===== config.mk =====
export PLATFORM = sky130hd
export DESIGN_NAME = initializer_flat
export DESIGN_NICKNAME = d
export VERILOG_FILES = /design/src/rtl/initializer_pkg.sv /design/src/rtl/ahb_if.sv /design/src/rtl/initializer.sv /design/src/flat_wrapper.sv
export SDC_FILE = /design/constraint.sdc
export NUM_CORES = 1
export LEC_CHECK = 0
export CAP_MARGIN = 20
export CORE_MARGIN = 1.5
export CORE_UTILIZATION = 38
export DETAILED_ROUTE_END_ITERATION = 7
export GPL_TIMING_DRIVEN = 0
export PLACE_DENSITY_LB_ADDON = 0.3
export SYNTH_ARGS = -nofsm -noshare
export SYNTH_HDL_FRONTEND = slang
export SYNTH_SLANG_ARGS = --single-unit

===== constraint.sdc =====
create_clock -name ahb_hclk -period 2.1 [get_ports ahb_hclk]
set_input_delay 0.525 -clock ahb_hclk [delete_from_list [all_inputs] [get_ports ahb_hclk]]
set_output_delay 0.525 -clock ahb_hclk [all_outputs]
set_load 0.1 [all_outputs]

===== src/rtl/initializer_pkg.sv =====
// Shared definitions for the configuration initializer: FSM states, the
// tag codes carried in hrdata[31:29], and the AHB encodings it uses.
package initializer_pkg;

  typedef enum logic [3:0] {
    IDLE,
    READADD1, READWIDTH,
    READADD2, READHEIGHT,
    READADD3, READRSA,
    READADD4, READWSA,
    READADD5, READFILTER,
    KICKSTART
  } state_e;

  localparam logic [2:0]  TAG_WIDTH     = 3'b001;
  localparam logic [2:0]  TAG_HEIGHT    = 3'b010;
  localparam logic [2:0]  TAG_RSA       = 3'b011;
  localparam logic [2:0]  TAG_WSA       = 3'b100;
  localparam logic [2:0]  TAG_FILTER    = 3'b101;

  localparam logic [31:0] CONFIG_ADDR   = 32'h0000_0D09;
  localparam logic [1:0]  HTRANS_IDLE   = 2'b00;
  localparam logic [1:0]  HTRANS_NONSEQ = 2'b10;
  localparam logic [2:0]  HBURST_SINGLE = 3'b000;
  localparam logic [1:0]  HRESP_OKAY    = 2'b00;

  // Tag a data phase must see before its payload is accepted.
  function automatic logic [2:0] expected_tag(state_e s);
    case (s)
      READWIDTH:  return TAG_WIDTH;
      READHEIGHT: return TAG_HEIGHT;
      READRSA:    return TAG_RSA;
      READWSA:    return TAG_WSA;
      READFILTER: return TAG_FILTER;
      default:    return 3'b000;
    endcase
  endfunction

  // Data phase that follows a granted address phase.
  function automatic state_e addr_to_data(state_e s);
    case (s)
      READADD1: return READWIDTH;
      READADD2: return READHEIGHT;
      READADD3: return READRSA;
      READADD4: return READWSA;
      READADD5: return READFILTER;
      default:  return IDLE;
    endcase
  endfunction

  // Address phase to reissue when a data phase is rejected.
  function automatic state_e data_to_retry(state_e s);
    case (s)
      READWIDTH:  return READADD1;
      READHEIGHT: return READADD2;
      READRSA:    return READADD3;
      READWSA:    return READADD4;
      READFILTER: return READADD5;
      default:    return IDLE;
    endcase
  endfunction

  // Next step once a data phase has been accepted.
  function automatic state_e data_to_next(state_e s);
    case (s)
      READWIDTH:  return READADD2;
      READHEIGHT: return READADD3;
      READRSA:    return READADD4;
      READWSA:    return READADD5;
      READFILTER: return KICKSTART;
      default:    return IDLE;
    endcase
  endfunction

endpackage


===== src/rtl/ahb_if.sv =====
// AHB master-side signal bundle used by the initializer.
interface ahb_if #(
  parameter int BUSWIDTH = 32
);
  logic [1:0]          ahb_htrans;
  logic [2:0]          ahb_hburst;
  logic                ahb_hwrite;
  logic                ahb_hprot;
  logic [BUSWIDTH-1:0] ahb_haddr;
  logic [BUSWIDTH-1:0] ahb_hwdata;
  logic [BUSWIDTH-1:0] ahb_hrdata;
  logic                ahb_hgrant;
  logic                ahb_hlock;
  logic                ahb_hbusreq;
  logic                ahb_hready;
  logic [1:0]          ahb_hresp;

  modport master (
    output ahb_htrans, ahb_hburst, ahb_hwrite, ahb_hprot, ahb_haddr,
           ahb_hwdata, ahb_hlock, ahb_hbusreq,
    input  ahb_hrdata, ahb_hgrant, ahb_hready, ahb_hresp
  );

  modport slave (
    input  ahb_htrans, ahb_hburst, ahb_hwrite, ahb_hprot, ahb_haddr,
           ahb_hwdata, ahb_hlock, ahb_hbusreq,
    output ahb_hrdata, ahb_hgrant, ahb_hready, ahb_hresp
  );
endinterface


===== src/rtl/initializer.sv =====
// Reads five tagged configuration words from a fixed AHB address, retrying
// each until its tag matches with an OKAY response, then raises final_enable.
module initializer
  import initializer_pkg::*;
#(
  parameter int BUSWIDTH = 32
) (
  input  logic                ahb_hclk,
  input  logic                n_rst,
  ahb_if.master               bus,
  output logic [BUSWIDTH-1:0] width,
  output logic [BUSWIDTH-1:0] height,
  output logic [BUSWIDTH-1:0] readStartAddress,
  output logic [BUSWIDTH-1:0] writeStartAddress,
  output logic                filterType,
  output logic                final_enable
);

  state_e              state_q, state_d;
  logic [BUSWIDTH-1:0] width_q, width_d;
  logic [BUSWIDTH-1:0] height_q, height_d;
  logic [BUSWIDTH-1:0] rsa_q, rsa_d;
  logic [BUSWIDTH-1:0] wsa_q, wsa_d;
  logic                filter_q, filter_d;
  logic [BUSWIDTH-1:0] payload;
  logic                accept;

  assign payload = BUSWIDTH'(bus.ahb_hrdata[28:0]);
  assign accept  = (bus.ahb_hrdata[31:29] == expected_tag(state_q)) &&
                   (bus.ahb_hresp == HRESP_OKAY);

  // Fixed single-beat read attributes.
  assign bus.ahb_hburst = HBURST_SINGLE;
  assign bus.ahb_hwrite = 1'b0;
  assign bus.ahb_hwdata = '0;
  assign bus.ahb_hlock  = 1'b0;

  // State and configuration registers.
  always_ff @(posedge ahb_hclk or negedge n_rst) begin
    if (!n_rst) begin
      state_q  <= IDLE;
      width_q  <= '0;
      height_q <= '0;
      rsa_q    <= '0;
      wsa_q    <= '0;
      filter_q <= 1'b0;
    end else begin
      // NOTE: non-blocking so every register samples pre-edge values together.
      state_q  <= state_d;
      width_q  <= width_d;
      height_q <= height_d;
      rsa_q    <= rsa_d;
      wsa_q    <= wsa_d;
      filter_q <= filter_d;
    end
  end

  // Next-state, register loads and bus outputs.
  always_comb begin
    // NOTE: every output gets a default first so no path can infer a latch.
    state_d         = state_q;
    width_d         = width_q;
    height_d        = height_q;
    rsa_d           = rsa_q;
    wsa_d           = wsa_q;
    filter_d        = filter_q;
    bus.ahb_htrans  = HTRANS_IDLE;
    bus.ahb_haddr   = '0;
    bus.ahb_hprot   = 1'b0;
    bus.ahb_hbusreq = 1'b0;

    unique case (state_q)
      IDLE: state_d = READADD1;

      READADD1, READADD2, READADD3, READADD4, READADD5: begin
        bus.ahb_hbusreq = 1'b1;
        if (bus.ahb_hgrant && bus.ahb_hready) begin
          bus.ahb_htrans = HTRANS_NONSEQ;
          bus.ahb_haddr  = BUSWIDTH'(CONFIG_ADDR);
          bus.ahb_hprot  = 1'b1;
          state_d        = addr_to_data(state_q);
        end
      end

      READWIDTH, READHEIGHT, READRSA, READWSA, READFILTER: begin
        bus.ahb_hbusreq = 1'b1;
        if (bus.ahb_hready) begin
          if (accept) begin
            case (state_q)
              READWIDTH:  width_d  = payload;
              READHEIGHT: height_d = payload;
              READRSA:    rsa_d    = payload;
              READWSA:    wsa_d    = payload;
              default:    filter_d = bus.ahb_hrdata[0];
            endcase
            state_d = data_to_next(state_q);
          end else begin
            state_d = data_to_retry(state_q);
          end
        end
      end

      KICKSTART: ;

      default: state_d = IDLE;
    endcase
  end

  assign width             = width_q;
  assign height            = height_q;
  assign readStartAddress  = rsa_q;
  assign writeStartAddress = wsa_q;
  assign filterType        = filter_q;
  assign final_enable      = (state_q == KICKSTART);

endmodule


===== src/flat_wrapper.sv =====
// flat-port wrapper written by rule: the top's interface ports become plain ports
module initializer_flat import initializer_pkg::*;
#(
  parameter int BUSWIDTH = 32
)
  (ahb_hclk, n_rst, width, height, readStartAddress, writeStartAddress, filterType, final_enable, bus_ahb_htrans, bus_ahb_hburst, bus_ahb_hwrite, bus_ahb_hprot, bus_ahb_haddr, bus_ahb_hwdata, bus_ahb_hlock, bus_ahb_hbusreq, bus_ahb_hrdata, bus_ahb_hgrant, bus_ahb_hready, bus_ahb_hresp);
  ahb_if #(.BUSWIDTH(BUSWIDTH)) bus_i ();
  input  logic ahb_hclk;
  input  logic n_rst;
  output logic [BUSWIDTH-1:0] width;
  output logic [BUSWIDTH-1:0] height;
  output logic [BUSWIDTH-1:0] readStartAddress;
  output logic [BUSWIDTH-1:0] writeStartAddress;
  output logic filterType;
  output logic final_enable;
  output wire logic [$bits(bus_i.ahb_htrans)-1:0] bus_ahb_htrans;
  output wire logic [$bits(bus_i.ahb_hburst)-1:0] bus_ahb_hburst;
  output wire logic [$bits(bus_i.ahb_hwrite)-1:0] bus_ahb_hwrite;
  output wire logic [$bits(bus_i.ahb_hprot)-1:0] bus_ahb_hprot;
  output wire logic [$bits(bus_i.ahb_haddr)-1:0] bus_ahb_haddr;
  output wire logic [$bits(bus_i.ahb_hwdata)-1:0] bus_ahb_hwdata;
  output wire logic [$bits(bus_i.ahb_hlock)-1:0] bus_ahb_hlock;
  output wire logic [$bits(bus_i.ahb_hbusreq)-1:0] bus_ahb_hbusreq;
  input wire logic [$bits(bus_i.ahb_hrdata)-1:0] bus_ahb_hrdata;
  input wire logic [$bits(bus_i.ahb_hgrant)-1:0] bus_ahb_hgrant;
  input wire logic [$bits(bus_i.ahb_hready)-1:0] bus_ahb_hready;
  input wire logic [$bits(bus_i.ahb_hresp)-1:0] bus_ahb_hresp;
  assign bus_ahb_htrans = bus_i.ahb_htrans;
  assign bus_ahb_hburst = bus_i.ahb_hburst;
  assign bus_ahb_hwrite = bus_i.ahb_hwrite;
  assign bus_ahb_hprot = bus_i.ahb_hprot;
  assign bus_ahb_haddr = bus_i.ahb_haddr;
  assign bus_ahb_hwdata = bus_i.ahb_hwdata;
  assign bus_ahb_hlock = bus_i.ahb_hlock;
  assign bus_ahb_hbusreq = bus_i.ahb_hbusreq;
  assign bus_i.ahb_hrdata = bus_ahb_hrdata;
  assign bus_i.ahb_hgrant = bus_ahb_hgrant;
  assign bus_i.ahb_hready = bus_ahb_hready;
  assign bus_i.ahb_hresp = bus_ahb_hresp;
  initializer #(.BUSWIDTH(BUSWIDTH)) u_core (.ahb_hclk(ahb_hclk), .n_rst(n_rst), .bus(bus_i), .width(width), .height(height), .readStartAddress(readStartAddress), .writeStartAddress(writeStartAddress), .filterType(filterType), .final_enable(final_enable));
endmodule

# Yosys cells after proc, flatten, opt, wreduce, memory -nomap -nowiden
# Cells that the tools add are included.
# classes
n_reduce_logical,14
bitwise_logic,2
n_mux,15
eq_ne,14
# ops
operator,n
one-hot mux 4 bit (5 select lines),3
two-way mux 32 bit,1
AND reduction 4 bit,5
equality test 4 x 3 -> 1 bit (second input constant),4
equality test 4 bit (second input constant),4
one-hot mux 4 bit (4 select lines),1
one-hot mux 3 bit (5 select lines),1
two-way mux 12 bit,1
two-way mux 4 bit,3
OR reduction 10 bit,1
OR reduction 5 bit,2
equality test 4 x 2 -> 1 bit (second input constant),2
equality test 4 x 1 -> 1 bit (second input constant),1
logical NOT 4 bit,1
two-way mux 2 bit,2
OR reduction 4 bit,1
equality test 3 bit,1
two-way mux 1 bit,3
AND reduction 3 bit,1
logical AND 1 bit,2
logical NOT 2 bit,1
!= test 2 x 1 -> 1 bit (second input constant),1
!= test 2 bit (second input constant),1
inverter 1 bit,2
# totals
reg_bits,121
in_bits,38

# Logic depth before layout (Yosys ltp)
# logic_depth
word_depth,7
mapped_depth,8
ltp_nobuf,5

# Least setup slack after synthesis
# Ideal clock, no wire load.
# synth_path
path_type,reg-to-output
start,reg u_core.state_q[1]
end,out bus_ahb_haddr[0]
arrival_ps,3110
path_stages_with_launch,5
path_slack_ps,-1535
path_cell_list,dfrtp_1 clkbuf_1 or2_2 a21oi_1 buf_4
# synth_via
elab_chain_cells,3
word_cells_on_any_way,7
# synth_rtl
item,line,text
start: declaration,initializer.sv:19,"state_e state_q, state_d;"
start signal: assignment,initializer.sv:49,state_q <= state_d;
equality test 4 x 1 -> 1 bit (tied with other cells),n/a,
OR reduction 5 bit *,n/a,
two-way mux 32 bit *,initializer.sv:72,unique case (state_q)
end: declaration,flat_wrapper.sv:20,output wire logic [$bits(bus_i.ahb_haddr)-1:0] bus_ahb_haddr;
# Mark *: on every way between the ends. The rest lies on a longest branch, timed or not.

# Worst setup path after layout
# layout_path
start,reg u_core.state_q[2]
end,out bus_ahb_haddr[3]
# Same word-level chain as after synthesis.

==> impl_metrics.yaml <==
global_routing:
  grt_max_degree: 68
  gr-total-overflow: 0
  antenna_found_initial: 0
  grt_pass1_vias: 4102
  grt_first_pass_wirelength_mm: 21.3
  global_route.usage.total_pct: 18.6
clocking:
  htree_depth: 4
  max-clock-path-buffers: 2
  clock_tree_from_tritoncts: "done"
  cts_hold_repair.buffers: 0
  cts.reportedPaths.clkPinSlew_ns: 0.06
  clk_latency_ns: 0.41
  tritoncts_num_sinks: 121
  numCtsBuffers: 17
  clk_root_buffer_cell: "sky130_fd_sc_hd__clkbuf_16"
timing:
  final_worst_path_period_need_ns: 2.27
  slew_headroom_pct: 61.8
  final.hold.worst_slack_ns: 0.0779
  final.period_utilization_pct: 108
  finalHoldViolations: 0
  timing.fmax_ghz: 0.441
  setup_skew_ns: 0.00375
  slew_at_the_pin_closest_to_its_max_slew_limit_ns: 0.576
  report.final.setup_viol: 101
  final_critical_path_setup_slack_ns: -0.170
  finalMaxSlewViolations: 0
  grt_setup_unrepaired: "true"
drt:
  avgViaCountPerCell: 4.48
  drt_iter0_markers: 92
  wirelength_mm: 15.0
  drt-pass1-iter-count: 4
  drc: 0
  antenna_violating_nets_post_route: 0
  vias: 3955
  drt-wirelength-per-cell_um: 17.0
cells_and_area:
  final_core_occ_pct: 66.7
  post_route_cells_drive_above_1_share_pct: 60.9
  final_cells: 883
  design_area_um2: 9360
  num_antenna_cells: 0
  final_net_count: 728
  syn_to_final_growth_pct: 69.4
pwr:
  ir_worst_vdd_uv: 586
  power_per_cell_area_nw_per_um2: 949
  static-leakage-power_nw: 4.71
outcome:
  run_status: "complete, but fails checks"
  failed_checks: "setup timing"
die:
  die_width_um: 124
  starting_density_of_the_core_pct: 39.3
  core.rowCount: 43
  die_ar_um2: 15300
  die_height_um: 124
  io-pin-count: 241
  core_area_um2: 14000
setup_path:
  r2r_end: "u_core.readStartAddress[26]"
  critical_path.slowest_cell: "sky130_fd_sc_hd__dfrtp_1"
  critical_path.endpoint_type: "primary output"
  crit_chain: "buf_6 > or2_4 > a21oi_4 > buf_12 > buf_12 > buf_16"
  crit_fanout: 6
  critPathKind: "reg -> out"
  launch_point_of_the_worst_reg_to_reg_path: "u_core.state_q[2]"
  critical_path.most_common_cell: "sky130_fd_sc_hd__buf_12"
  critPathArrivalTime_ns: 1.75
  reg2reg_slack_ns: -0.13
  critPathLaunchType: "flop"
  cp_data_required_time_ns: 1.57
  critical-path-max-stage-delay_ns: 0.38
  rr_worst_depth: 10
synth:
  yosys_warnings: 0
  synth_commonest_cells: "sky130_fd_sc_hd__dfrtp_1 (121), sky130_fd_sc_hd__mux2_2 (107), sky130_fd_sc_hd__buf_4 (87)"
  synth.most_common_cell: "sky130_fd_sc_hd__dfrtp_1"
  ys_top_cells_by_area: "sky130_fd_sc_hd__dfrtp_1 (55%), sky130_fd_sc_hd__mux2_2 (22%), sky130_fd_sc_hd__buf_4 (12%)"
  synth_area_leader_cell: "sky130_fd_sc_hd__dfrtp_1"
  synth_enable_flop_cells: 0
  synthArstFlopShare_pct: 100
  yosys_most_used_dff: "sky130_fd_sc_hd__dfrtp_1"
  post_synth.cell_area_avg_um2: 13.7
  synth.yosys.seq_area_share_pct: 54.8
  postSynthCellCount: 404
  synth.lib_cells_used.distinct: 44
  synth_top_area_share_pct: 54.8
  syn-cell-area_um2: 5520
  yosys_register_bits: 121
placement:
  placed_cells: 823
  dpl-instance-area_um2: 7820
  post-dp-hpwl_mm: 9.47
  dp_slack_ns: -1.55
  gp_congestion: 0.847
  port-buffer-count: 162
worst_hold_path:
  min-delay-path-class: "in -> async"
flow_run:
  max_cap_viol_count: 0
where the power goes:
part	leakage, nW	switching, mW	internal [mW]
registers	1.68	0.0832	2.47
clock network	0.292	1.05	2.01
logic	2.74	2.28	0.991
what timing repair did:
| action | CTS | global route |
|---|---|---|
| setup buffers | 17 | 8 |
| resized for setup | 462 | 74 |
| pin swaps | 6 | 10 |
| endpoints found under the hold margin | 0 | 0 |
| cloned | 0 | 4 |
| endpoints found under the setup margin | 234 | 107 |
cell families (layout without fill, tap and decap cells):
kind of cell,after synthesis,in the layout,synth area share [%]
buf+inv,103,326,13.4
mux,118,118,24.7
compound gates,25,25,3.28
flops,121,121,54.8
other cells,1,77,0.0679
xor+xnor,1,1,0.159
simple gates,35,35,3.58
cell type report:
| type | count | area (um2) |
|---|---|---|
| repair buffers | 192 | 2240 |
| inverters | 1 | 3.75 |
| clock inverters | 12 | 174 |
| clock buffers | 20 | 447 |
| plain buffers | 101 | 942 |
| flip-flops and latches | 121 | 3030 |
| fillers | 995 | 4680 |
| multi-input cells | 256 | 2300 |
| well taps | 180 | 225 |
layer usage:
metal | wire, um | track usage, %
met1 | 6040 | 21.3
met3 | 1340 | 8.20
met4 | 212 | 6.68
met5 | 0 | 0
met2 | 7440 | 31.1
per-stage QoR:
step / total power, mW / setup TNS (ns)
global placement: 5.43 / -559.62
CTS: 8.78 / -2.45
finish: 8.88 / -5.85
global route: 9.15 / -13.03
floorplan: 4.92 / -2.12
detailed placement: 5.48 / -74.43
sequential cells by signal (all words and copies together), names as in the netlist:
| register | count |
|---|---|
| u_core.writeStartAddress | 29 |
| u_core.filterType | 1 |
| u_core.readStartAddress | 29 |
| u_core.width | 29 |
| u_core.state_q | 4 |
| u_core.height | 29 |
critical path, delay by kind of cell, from the launching register on:
family          cells  cell delay, ns
flops               1            0.38
buf+inv             4            0.55
compound gates      1            0.16
simple gates        1            0.24
layout by cell type (no fill, tap or decap), types with 2 or more instances in the layout:
cell and count:
sky130_fd_sc_hd__dfrtp_1 121, sky130_fd_sc_hd__clkdlybuf4s15_2 117, sky130_fd_sc_hd__buf_4 93, sky130_fd_sc_hd__conb_1 77, sky130_fd_sc_hd__mux2_2 68, sky130_fd_sc_hd__mux2_4 49, sky130_fd_sc_hd__clkdlybuf4s50_1 29, sky130_fd_sc_hd__buf_12 21
sky130_fd_sc_hd__clkbuf_16 20, sky130_fd_sc_hd__buf_6 16, sky130_fd_sc_hd__nor2_1 7, sky130_fd_sc_hd__buf_8 4, sky130_fd_sc_hd__o21ai_0 4, sky130_fd_sc_hd__bufinv_16 4, sky130_fd_sc_hd__clkinvlp_4 4, sky130_fd_sc_hd__dlymetal6s2s_1 4
sky130_fd_sc_hd__clkbuf_1 3, sky130_fd_sc_hd__nand2_1 3, sky130_fd_sc_hd__a21oi_1 3, sky130_fd_sc_hd__nor3_1 3, sky130_fd_sc_hd__clkinv_2 3, sky130_fd_sc_hd__nor2b_2 2, sky130_fd_sc_hd__a21o_1 2, sky130_fd_sc_hd__or2_4 2
sky130_fd_sc_hd__clkbuf_8 2, sky130_fd_sc_hd__a21oi_4 2, sky130_fd_sc_hd__o21ai_4 2, sky130_fd_sc_hd__dlygate4sd2_1 2, sky130_fd_sc_hd__buf_16 2
how the worst max path moves through the flow:
| stage | start | endpoint | slack, ns | cells past startpoint |
|---|---|---|---|---|
| after global routing | u_core.state_q[2] | bus_ahb_haddr[3] | -0.22 | 6 |
| final | u_core.state_q[2] | bus_ahb_haddr[3] | -0.17 | 6 |
| after CTS | u_core.state_q[2] | bus_ahb_haddr[3] | -0.21 | 6 |
| after detailed placement | bus_ahb_hready | bus_ahb_htrans[1] | -1.55 | 6 |
| after global placement | n_rst | u_core.readStartAddress[25] | -4.04 | 1 |
| after floorplan | u_core.state_q[1] | bus_ahb_haddr[0] | -0.32 | 4 |
No activity file was read; power rests on OpenSTA's default activity.
